`config.mk`:
```
export PLATFORM = sky130hd
export DESIGN_NAME = spi_loopback_top
export DESIGN_NICKNAME = d
export VERILOG_FILES = /design/src/rtl/spi_pkg.sv /design/src/rtl/spi_slave_rx.sv /design/src/rtl/spi_loopback_top.sv
export SDC_FILE = /design/constraint.sdc
export NUM_CORES = 1
export LEC_CHECK = 0
export BUFFER_PORTS_ARGS = -buffer_cell sky130_fd_sc_hd__buf_2
export CAP_MARGIN = 25
export CORE_MARGIN = 1
export CORE_UTILIZATION = 52
export CTS_CLUSTER_DIAMETER = 200
export DETAILED_ROUTE_END_ITERATION = 8
export GPL_TIMING_DRIVEN = 0
export PLACE_DENSITY = 0.72
export SLEW_MARGIN = 20
export SYNTH_ARGS = -nofsm -noshare
export SYNTH_HDL_FRONTEND = slang
export SYNTH_HIERARCHICAL = 1
export SYNTH_SLANG_ARGS = --single-unit
```
`constraint.sdc`:
```
create_clock -name clk -period 1.5 [get_ports clk]
set_clock_uncertainty 0.05 [all_clocks]
set_input_delay 0.3 -clock clk [delete_from_list [all_inputs] [get_ports clk]]
set_output_delay 0.3 -clock clk [all_outputs]
set_load 0.005 [all_outputs]
```
`src/rtl/spi_pkg.sv`:
```
// Shared constants and the master state encoding for the SPI loopback.
package spi_pkg;
   localparam int DATA_W = 8;
   localparam int CNT_W  = $clog2(DATA_W);
   localparam logic [DATA_W-1:0] DEF_TX_DATA = 8'hAA;
   localparam int DEF_CLK_DIV = 10;

   typedef enum logic [1:0] {
      IDLE  = 2'd0,
      SHIFT = 2'd1,
      GAP   = 2'd2
   } mst_state_e;
endpackage

```
`src/rtl/spi_slave_rx.sv`:
```
// Mode-0 SPI receiver: samples mosi on sclk rising strobes while ss is low.
module spi_slave_rx
   import spi_pkg::*;
(
   input  logic              clk,
   input  logic              rst,
   input  logic              sclk_rise,
   input  logic              ss,
   input  logic              mosi,
   output logic [DATA_W-1:0] dout
);

   logic [DATA_W-1:0] shift_q;
   logic [DATA_W-1:0] shift_d;
   logic [CNT_W-1:0]  cnt_q;
   logic [DATA_W-1:0] dout_q;

   assign shift_d = {shift_q[DATA_W-2:0], mosi};

   // A deasserted ss discards any partial byte so it never reaches dout.
   always_ff @(posedge clk) begin
      if (rst) begin
         shift_q <= '0;
         cnt_q   <= '0;
         dout_q  <= '0;
      end else if (ss) begin
         shift_q <= '0;
         cnt_q   <= '0;
      end else if (sclk_rise) begin
         shift_q <= shift_d;
         if (cnt_q == CNT_W'(DATA_W - 1)) begin
            cnt_q  <= '0;
            dout_q <= shift_d;
         end else begin
            cnt_q <= cnt_q + 1'b1;
         end
      end
   end

   assign dout = dout_q;

endmodule

```
`src/rtl/spi_loopback_top.sv`:
```
// SPI loopback: clock divider and mode-0 master FSM driving an internal slave.
module spi_loopback_top
   import spi_pkg::*;
#(
   parameter logic [DATA_W-1:0] TX_DATA = DEF_TX_DATA,
   parameter int                CLK_DIV = DEF_CLK_DIV
) (
   input  logic              clk,
   input  logic              rst,
   input  logic              tx_enable,
   output logic [DATA_W-1:0] dout
);

   localparam int DIV_W = $clog2(CLK_DIV);

   logic [DIV_W-1:0] div_q;
   logic             sclk_q;
   logic             ss_q;
   logic             mosi_q;
   logic [CNT_W-1:0] bit_cnt_q;
   mst_state_e       state_q;

   logic div_wrap;
   logic sclk_rise;
   logic sclk_fall;

   // Strobes mark the clk cycle at whose end sclk changes level.
   assign div_wrap  = (div_q == DIV_W'(CLK_DIV - 1));
   assign sclk_rise = div_wrap & ~sclk_q;
   assign sclk_fall = div_wrap &  sclk_q;

   always_ff @(posedge clk) begin
      if (rst) begin
         div_q  <= '0;
         sclk_q <= 1'b0;
      end else if (div_wrap) begin
         div_q  <= '0;
         sclk_q <= ~sclk_q;
      end else begin
         div_q <= div_q + 1'b1;
      end
   end

   // bit_cnt_q counts bits already driven after the MSB; the fall after the
   // last bit's rise closes the frame.
   always_ff @(posedge clk) begin
      if (rst) begin
         state_q   <= IDLE;
         ss_q      <= 1'b1;
         mosi_q    <= 1'b0;
         bit_cnt_q <= '0;
      end else if (sclk_fall) begin
         case (state_q)
            IDLE: begin
               if (tx_enable) begin
                  ss_q      <= 1'b0;
                  mosi_q    <= TX_DATA[DATA_W-1];
                  bit_cnt_q <= '0;
                  state_q   <= SHIFT;
               end
            end
            SHIFT: begin
               if (bit_cnt_q == CNT_W'(DATA_W - 1)) begin
                  ss_q      <= 1'b1;
                  mosi_q    <= 1'b0;
                  bit_cnt_q <= '0;
                  state_q   <= GAP;
               end else begin
                  mosi_q    <= TX_DATA[CNT_W'(DATA_W - 2) - bit_cnt_q];
                  bit_cnt_q <= bit_cnt_q + 1'b1;
               end
            end
            GAP:     state_q <= IDLE;
            default: state_q <= IDLE;
         endcase
      end
   end

   spi_slave_rx u_rx (
      .clk       (clk),
      .rst       (rst),
      .sclk_rise (sclk_rise),
      .ss        (ss_q),
      .mosi      (mosi_q),
      .dout      (dout)
   );

endmodule

```
Yosys cells after proc, flatten, opt, wreduce, memory -nomap -nowiden --
Memories as Yosys holds them, arrays and structs flattened. Cells that the tools add are included.
Cells by class: order comparisons 1, add/subtract/negate cells 4, equal/unequal tests 6, bitwise gates (word level) 4, reduce and logical (&&, ||, !) cells 8, multiplexer cells 14
Operators by type and width (count):
- $mux 3 | 3
- $reduce_and 3->1 | 3
- $add 3x1->3 const B | 2
- $eq 3x3->1 const B | 2
- $pmux 3 s2 | 1
- $mux 1 | 5
- $add 4x1->4 const B | 1
- $eq 4x4->1 const B | 1
- $lt 3x4->1 const B | 1
- $mux 2 | 2
- $ne 2x2->1 const B | 2
- $pmux 1 s2 | 2
- $pmux 2 s2 | 1
- $reduce_and 4->1 | 1
- $reduce_or 2->1 | 2
- $sub 3x3->3 const A | 1
- $and 1x1->1 | 2
- $eq 2x1->1 const B | 1
- $logic_not 2->1 | 1
- $not 1->1 | 2
- $reduce_bool 2->1 | 1
Word-level totals: bits in registers 30, memories kept 1, logic and storage cells 47, memory bits (read-only) 8, bits of input ports 3
Memories:
- (no name shown) | words 8, width 1, read ports 1, clocked after memory_dff 0, wr ports 0, line spi_loopback_top.sv:69 | mosi_q <= TX_DATA[CNT_W'(DATA_W - 2) - bit_cnt_q];

Depth between registers and ports, before layout --
depth in word-level cells 5, depth in mapped cells 7, gate-level depth less buffers 6

Cells and area by module --
Netlist, hierarchy kept.
By module, submodules not included:
- spi_slave_rx | times used 1, sequential area each 360.3 um^2, area each 784.5 um^2, cells each 71
- spi_loopback_top | times used 1, sequential area each 240.2 um^2, area each 613.1 um^2, cells each 64

Worst setup path before layout --
No wires, ideal clock.
path kind reg-to-reg, start point register div_q[0], end point register u_rx.cnt_q[1], cell stages (with the launch flop) 7, arrival time 1.316 ns, clock period less this slack 1.481 ns, path slack 0.019 ns, path through dfxtp_1 -> ha_1 -> nand2_1 -> nor3_1 -> clkbuf_4 -> mux2i_1 -> nor2_2
On the way: longest elaborated chain between the ends 2
Ends and longest elaborated chain:
- start: declaration | line spi_loopback_top.sv:16 | logic [DIV_W-1:0] div_q;
- start signal: assignment | line spi_loopback_top.sv:40 | div_q <= div_q + 1'b1;
- $eq 4x4->1 | line spi_loopback_top.sv:28 | assign div_wrap = (div_q == DIV_W'(CLK_DIV - 1));
- $and 1x1->1 | line spi_loopback_top.sv:29 | assign sclk_rise = div_wrap & ~sclk_q;
- via sclk_rise | line spi_loopback_top.sv:24 | logic sclk_rise;
- end signal: assignment | line spi_slave_rx.sv:35 | cnt_q <= cnt_q + 1'b1;
- end: declaration | line spi_slave_rx.sv:15 | logic [CNT_W-1:0] cnt_q;
The timed path passes the listed nets, and every way through them passes these cells. A chain may end at the register's enable or synchronous reset.

Worst setup path in the final report --
start point register div_q[1], end point register div_q[3]
On the way: longest elaborated chain between the ends 2
Ends and longest elaborated chain:
- branches (longest 2 deep; another with $add 4x1->4)
Parallel ways; which one is timed is not known.

==> summary.md <==
| Metric | Value |
|---|---|
| Final instance area | `0.00164 mm2` |
| H-tree levels | `2` |
| Die footprint | `0.00290 mm2` |
| Area leader, netlist | `dfxtp_1` |
| DR pass1 iterations | `4` |
| Max-cap violation count | `0` |
| Crit end category | `flop` |
| Power Density | `852 mW/mm2` |
| Nature of the critical path startpoint | `flop` |
| Primary FF master, synth | `dfxtp_1` |
| Clock period minus worst slack | `1.48 ns` |
| Cts bufs inserted | `5` |
| Clock Path Buffers | `2` |
| Ys async rst share | `0%` |
| Fin worst setup slack | `0.0220 ns` |
| Synthesized flop and latch total | `30` |
| Avg WL per Cell | `13.2 um` |
| Max Fclk | `677 MHz` |
| Ranking of synthesized cells by area | `dfxtp_1 43%, mux2i_1 14%, nand2b_1 8.1%, ha_1 5.4%, nor2_2 4.0%` |
| Synthesis Warnings | `6` |
| Die span in x | `53.8 um` |
| Post-synthesis cell count | `135` |
| Clock-pin slew on the worst setup and hold paths | `0.09 ns` |
| Layout Area Growth over Synthesis | `17.2%` |
| Initial antenna violation count | `0` |
| Slew Limit Fails | `0` |
| Fillers | `212` |
| DRC viols | `0` |
| Post-synth top cells | `30 x dfxtp_1, 20 x mux2i_1, 18 x nand2b_1` |
| Area of placed instances | `0.00149 mm2` |
| Root Buffer | `clkbuf_4` |
| Clk_lat worst skew | `0.33 ns` |
| Req. time, crit path | `1.71 ns` |
| Core ar. | `0.00250 mm2` |
| Num Clock Sinks | `30` |
| Avg Cell Area, Syn | `10.4 um2` |
| DRT iter0 DRCs | `16` |
| RSZ-0062 raised after global routing | `yes` |
| Endpoints failing hold | `0` |
| # hold bufs at CTS | `0` |
| Overall Global Routing Usage | `18.7%` |
| Status | `complete, no violations` |
| Die height | `53.8 um` |
| Diode count | `0` |
| Area of the multi-input gates | `776 um2` |
| Core Rows | `18` |
| Global route total overflow | `0` |
| Seq/Total Area, Yosys | `43.0%` |
| Final ANT Viol Nets | `0` |
| Final HPWL DP | `1640 um` |
| Lkg Pwr | `0.622 nW` |
| Peak VDD IR | `0.582 mV` |
| Routed vias/inst | `5.38` |
| Top-area cell type share of the netlist area | `43.0%` |
| Placer Congestion | `0.704` |
| Slew HR | `69.0%` |
| Setup WS pre-CTS | `-0.248 ns` |
| # IOs | `11` |
| Post-synthesis cell area | `0.00140 mm2` |
| Synth unique cells | `34` |
| Most common cell in the netlist | `dfxtp_1` |
| Peak fanout along the critical path | `3` |
| Worst Path Class, Setup | `flop to flop` |
| Layout cells sized above 1 | `32.1%` |
| First-pass GRT wire length | `3680 um` |
| IO Port Bufs | `10` |
| Finish-stage setup viols | `0` |
| Post-synth EDFFs | `0` |
| Largest net degree at the start of global routing | `11` |
| Worst Max-Slew Pin Slew | `0.465 ns` |
| Worst path arrival time | `1.69 ns` |
| Number of global-route vias before repair | `898` |
| Final #Nets | `167` |
| Routed wire length | `2490 um` |
| Period utilisation layout | `98.5%` |
| Register Area | `606 um2` |
| Hold Path Class | `input port to flop` |
| Syn Nets | `144` |
| Initial Util | `55.9%` |
| CTS tree | `built` |
| DR vias | `1016` |
layer usage:
layer	up-vias	wire, um	track usage (%)
li1	510	-	-
met1	486	1170	20.8
met2	14	1200	30.0
met3	6	74	5.93
met4	0	42	13.2
met5	-	0	0
cells by family after synthesis:
kind of cell | synth area share [%]
AOI/OAI and AO/OA | 5.91
DFF | 43.0
buffers and inverters | 4.03
xor gates and xnor gates | 0.627
and+or+nand+nor | 26.8
adders and majority gates | 5.37
muxes | 14.3
placed cells by master, fill, tap and decap left out, drive strengths merged:
| cell | instances |
|---|---|
| dfxtp | 30 |
| mux2i | 20 |
| buf | 20 |
| nand2b | 18 |
| nor2 | 12 |
| clkbuf | 9 |
| ha | 6 |
| nand2 | 5 |
| a21oi | 5 |
| nand3 | 3 |
| and3b | 3 |
| or2 | 3 |
| nor3 | 3 |
| a31o | 3 |
| nor2b | 2 |
| nand4b | 2 |
| nand3b | 2 |
| o21ai | 2 |
| inv | 2 |
| or3b | 2 |
| and2b | 1 |
| nand4 | 1 |
| or2b | 1 |
| a21boi | 1 |
| xnor2 | 1 |
| o311a | 1 |
| clkinv | 1 |
where the power goes:
group	leakage [nW]	internal, mW	switching (mW)	total (mW)
clock	0.0353	0.227	0.267	0.494
sequential	0.243	0.806	0.0110	0.817
combinational	0.343	0.0437	0.0402	0.0840
worst max-delay path: stages, from the launching register on:
cell,delay [ns]
dfxtp_2,0.34
inv_2,0.04
ha_4,0.16
buf_4,0.13
buf_4,0.12
or3b_2,0.44
a21oi_2,0.12
per-stage QoR:
stage / hold slack (ns) / utilization (%) / setup TNS [ns] / instances / power [mW]
floorplan: 0.392 / - / 0 / 135 / 0.878
global route: 0.244 / 65.5 / -0.192 / 189 / 1.45
detailed placement: 0.409 / 59.4 / -3.56 / 175 / 0.894
global placement: 0.402 / 59.4 / -3.29 / 175 / 0.893
finish: 0.254 / 65.5 / 0 / 189 / 1.39
CTS: 0.242 / 63.9 / 0 / 185 / 1.41
final timing paths:
check                           startpoint         end  slack, ns  cells past startpoint
worst max-delay path              div_q[1]    div_q[3]       0.02                      6
worst min-delay path             tx_enable  state_q[0]       0.25                      3
worst max register to register    div_q[1]    div_q[3]       0.02                      6
worst min register to register    div_q[0]    div_q[0]       0.41                      1
cell type report:
type,count,share of cell area [%]
Clock inverter,1,0.306
Timing Repair Buffer,16,5.81
Inverter,2,0.458
Clock buffer,7,3.36
Sequential cell,30,37.0
Multi-Input combinational cell,97,47.4
Buffer,6,3.44
Tap cell,30,2.29
flip-flops by register name, indices dropped and copies added, names as in the netlist:
name          count
u_rx/cnt_q        3
bit_cnt_q         3
u_rx/shift_q      7
ss_q              1
sclk_q            1
state_q           2
div_q             4
mosi_q            1
u_rx/dout         8
what timing repair did:
| item | CTS | global route |
|---|---|---|
| buffers inserted | 2 | 4 |
| gates resized for setup | 10 | 3 |
| pin swaps | 3 | 5 |
| endpoints found under the hold margin | 0 | 0 |
| setup endpoints to repair | 20 | 19 |
Power figures use the tool's default switching activity.
